<file path="src/rtl/probe_conditioner.sv">
// Probe input conditioning: async-to-clk synchroniser, per-bit persistence
// filter and sticky activity flags feeding the correlator probe input.

module probe_filter_bit #(
  parameter int FILTER_LEN = 4,
  parameter int FILTER_W   = 8
) (
  input  logic i_clk,
  input  logic i_rst,
  input  logic i_cg,
  input  logic i_bypass,
  input  logic i_activityClear,
  input  logic i_s,
  output logic o_probe,
  output logic o_activity,
  output logic o_actNext
);
  localparam logic [FILTER_W-1:0] CNT_LAST = FILTER_W'(FILTER_LEN - 1);

  logic [FILTER_W-1:0] r_cnt, w_cntNext;
  logic                r_probe, w_probeNext;
  logic                r_act, w_set;

  always_comb begin
    w_cntNext   = r_cnt;
    w_probeNext = r_probe;
    if (i_cg) begin
      if (i_bypass) begin
        w_probeNext = i_s;
        w_cntNext   = '0;
      end else if (i_s == r_probe) begin
        w_cntNext = '0;
      end else if (r_cnt == CNT_LAST) begin
        w_probeNext = i_s;
        w_cntNext   = '0;
      end else begin
        w_cntNext = r_cnt + FILTER_W'(1);
      end
    end
  end

  // Clear is honoured even while gated; a set in the same cycle wins.
  assign w_set     = (w_probeNext != r_probe);
  assign o_actNext = w_set | (r_act & ~i_activityClear);

  always_ff @(posedge i_clk or posedge i_rst) begin
    if (i_rst) begin
      r_cnt   <= '0;
      r_probe <= 1'b0;
      r_act   <= 1'b0;
    end else begin
      r_cnt   <= w_cntNext;
      r_probe <= w_probeNext;
      r_act   <= o_actNext;
    end
  end

  assign o_probe    = r_probe;
  assign o_activity = r_act;
endmodule

module probe_conditioner #(
  parameter int N_PROBE    = 64,
  parameter int N_SYNC     = 2,
  parameter int FILTER_LEN = 4,
  parameter int FILTER_W   = 8
) (
  input  logic               i_clk,
  input  logic               i_rst,
  input  logic               i_cg,
  input  logic               i_bypass,
  input  logic               i_activityClear,
  input  logic [N_PROBE-1:0] i_probe,
  output logic [N_PROBE-1:0] o_probe,
  output logic [N_PROBE-1:0] o_activity,
  output logic               o_anyActivity
);
  logic [N_SYNC-1:0][N_PROBE-1:0] r_sync;
  logic [N_PROBE-1:0]             w_s, w_actNext;
  logic                           r_any;

  // Synchroniser runs ungated so it never holds stale metastable samples.
  always_ff @(posedge i_clk or posedge i_rst) begin
    if (i_rst) begin
      r_sync <= '0;
    end else begin
      r_sync[0] <= i_probe;
      for (int k = 1; k < N_SYNC; k++) r_sync[k] <= r_sync[k-1];
    end
  end

  assign w_s = r_sync[N_SYNC-1];

  for (genvar g = 0; g < N_PROBE; g++) begin : g_lane
    probe_filter_bit #(
      .FILTER_LEN(FILTER_LEN),
      .FILTER_W  (FILTER_W)
    ) u_bit (
      .i_clk          (i_clk),
      .i_rst          (i_rst),
      .i_cg           (i_cg),
      .i_bypass       (i_bypass),
      .i_activityClear(i_activityClear),
      .i_s            (w_s[g]),
      .o_probe        (o_probe[g]),
      .o_activity     (o_activity[g]),
      .o_actNext      (w_actNext[g])
    );
  end

  // Reduced from the next flag value so it lines up with o_activity.
  always_ff @(posedge i_clk or posedge i_rst) begin
    if (i_rst) r_any <= 1'b0;
    else       r_any <= |w_actNext;
  end

  assign o_anyActivity = r_any;
endmodule

</file>
<file path="config.mk">
export PLATFORM = sky130hd
export DESIGN_NAME = probe_conditioner
export DESIGN_NICKNAME = d
export VERILOG_FILES = /design/src/rtl/probe_conditioner.sv
export SDC_FILE = /design/constraint.sdc
export NUM_CORES = 2
export LEC_CHECK = 0
export ABC_AREA = 1
export CAP_MARGIN = 20
export CORE_ASPECT_RATIO = 0.7
export CORE_MARGIN = 4
export CORE_UTILIZATION = 45
export CTS_CLUSTER_DIAMETER = 40
export DETAILED_ROUTE_END_ITERATION = 16
export MAX_ROUTING_LAYER = met4
export PLACE_DENSITY_LB_ADDON = 0.25
export SYNTH_ARGS = -nofsm -noshare
export SYNTH_HDL_FRONTEND = slang
export SYNTH_SLANG_ARGS = --single-unit
</file>
<file path="constraint.sdc">
create_clock -name i_clk -period 30.4 [get_ports i_clk]
set_input_delay 6.08 -clock i_clk [delete_from_list [all_inputs] [get_ports i_clk]]
set_output_delay 6.08 -clock i_clk [all_outputs]
set_load 0.01 [all_outputs]
</file>
==> metrics <==
status=finished clean; Post-Synth XOR/XNOR Area=0.0521; clk slew on worst S/H paths=60 ps; r2r startpoint=g_lane[31].u_bit.r_cnt[0]$_DFFE_PP0P_; root buf cell=clkbuf_16; fmax=0.113 GHz; main combinational cell family by area after synthesis=simple AND/OR/NAND/NOR gates; Post-Synthesis Cells=4227; CP endpoint kind=asynchronous set/reset pin; Critical Path Source=i_rst; Synth Area in Compound Gates=0.0811; Final min period=8830 ps; Pre-antenna DRT Iters=5; combinational share of power=0.108; Pint=1.95 mW; Worst Max-Slew Pin Slew=977 ps; Nets=4437; CP Launch Type=input port; Setup violations, final=0; Clock Latency Late Sink=660 ps; CP delay by family, top=buffers and inverters; Crit path buffers/inverters=5; cell mode on critical path=buf_4; largest net degree at the start of global routing=173; first-pass GRT wire length=133 mm; CTS tree=done; register area share after synthesis=0.523; unique cell type count in the Yosys netlist=38; die area=86500 um2; Global Route Usage Sum=0.191; PostCTS Resize Cnt=0; pre-CTS setup slack=20700 ps; Setup Buffers After CTS=0; via count of the first global-routing pass=25647; cts hold-fix bufs=0; Ant. Diodes=0; max-cap violations=0; htree depth=3; Post-Layout Cell Count=5457; hold path start=r_sync[9]$_DFF_PP0_; Clock Skew=19.0 ps; final routed DRC violation total=0; layout cell share with drive strength beyond 1=0.0583; crit path max fanout=172; GRT overflow=0; clock share of power=0.465; Post-synth ARST share=1.00; Pwr Total=2.67 mW; antenna violations before repair=2; Psw=0.721 mW; Slew Limit Headroom=0.348; synthesis-to-layout area growth=14.9%; number of synthesized flops with an enable pin=0; Req. time, crit path=31040 ps; post-synthesis adder-cell area fraction=0.0218; final instance area=42300 um2; TritonCTS Buffers=103; DR vias=27360; die extent in x=350 um; area of the mapped netlist=36800 um2; sequential share of power=0.427; drt first-iter violations=2002; crit-path max cell delay=810 ps; Hold Path Class=flip-flop to flip-flop; Cell Rows=87; syn avg cell area=8.71 um2; antenna viol nets, final=0; Sw Share=0.270; worst setup margin=21570 ps; Yosys Warn Count=0; Final Util=0.524; mux contribution to synthesized area=0.00299; WL per Instance=14.5 um; TNS Setup=0 ps; worst hold slack=345 ps; simple-gate share of the synthesized area=0.229; Synthesized Nets=4360; Detailed Place HPWL=52.8 mm; placed insts=5267; drt via density=5.01; maximum vdd drop=0.0482 mV; fill count=7425; routability congestion estimate=0.819; unrepaired setup endpoints after global routing=no; Yosys reg bits=769; Initial Util=0.456; Final Hold Fails=0; clk buf depth=3; Worst Setup Path Type=input port to asynchronous set/reset pin; Most used DFF post-synth=dfrtp_1; Final Max Tran Viols=0; slowest CP cell=buf_4; port buffer count=197; most frequent cells in the layout=nand2_1, dfrtp_1, nor2_1; die height=247 um; worst path cell trace=clkdlybuf4s50_1 -> inv_8 -> buf_4 -> buf_4 -> buf_12; core area=80800 um2; DP Area=38700 um2; Lkg Pwr=18.9 nW; Ports=198; WL final=79.3 mm; arrival time at the worst endpoint=9470 ps; Final period util=0.290; PD cells=63.0 nW/um2; commonest non-fill, non-tap cell in the layout=nand2_1; clock sinks=769
Yosys cell counts (83+ instances only):
library cell / count / area [um2]
buf_2: 83 / 415
xor2_1: 204 / 1790
dfrtp_1: 769 / 19200
nand2_1: 780 / 2930
nor3_1: 159 / 796
buf_4: 142 / 1070
o21ai_0: 164 / 821
a21oi_1: 263 / 1320
nand3_1: 264 / 1320
inv_1: 459 / 1720
nor2_1: 511 / 1920
nand4_1: 93 / 582
per-layer routing:
| metal | track usage | wire [um] | vias to the layer above |
|---|---|---|---|
| li1 | - | - | 13850 |
| met1 | 0.286 | 40900 | 12927 |
| met2 | 0.273 | 33600 | 464 |
| met3 | 0.0310 | 3390 | 119 |
| met4 | 0.0441 | 1400 | 0 |
| met5 | - | 0 | - |
registers in the layout (all words and copies together), names as in the netlist:
signal                   cells
g_lane.u_bit.r_cnt         512
g_lane.u_bit.o_activity     64
g_lane.u_bit.o_probe        64
r_sync                      64
w_s                         64
o_anyActivity                1
logic make-up (layout without fill, tap and decap cells):
| kind of cell | after synthesis | after routing |
|---|---|---|
| flip-flops | 769 | 769 |
| AO/OA/AOI/OAI | 555 | 555 |
| AND/OR/NAND/NOR | 1902 | 1902 |
| XOR/XNOR | 219 | 219 |
| multiplexers | 11 | 11 |
| buffers and inverters | 707 | 869 |
| adder cells (fa/ha/maj) | 64 | 64 |
final timing paths:
kind | endpoint | slack, ps | depth (start not counted)
setup reg to reg | o_anyActivity$_DFF_PP0_ | 28140 | 11
hold / removal | w_s[9]$_DFF_PP0_ | 350 | 0
hold reg to reg | w_s[9]$_DFF_PP0_ | 350 | 0
min in group asynchronous | r_sync[43]$_DFF_PP0_ | 5960 | 2
setup / recovery | g_lane[49].u_bit.r_cnt[5]$_DFFE_PP0P_ | 21570 | 5
max in group i_clk | g_lane[2].u_bit.r_cnt[7]$_DFFE_PP0P_ | 21690 | 9
power groups by stage:
| stage | Sequential (mW) | Clock (mW) | Combinational [mW] |
|---|---|---|---|
| after floorplan | 1.14 | 0 | 0.215 |
| after global placement | 1.16 | 0 | 0.287 |
| after detailed placement | 1.16 | 0 | 0.292 |
| after CTS | 1.14 | 1.27 | 0.293 |
| after global routing | 1.15 | 1.32 | 0.328 |
| final | 1.14 | 1.24 | 0.288 |
layout make-up:
type	instances	area, um2	area share
Sequential cell	769	19200	0.455
Multi-Input combinational cell	2751	14200	0.336
Clock buffer	121	2790	0.0659
Timing Repair Buffer	217	2150	0.0509
Inverter	462	1760	0.0415
Tap cell	1068	1340	0.0316
Clock inverter	69	792	0.0187
(Power assumes the default switching activity.)
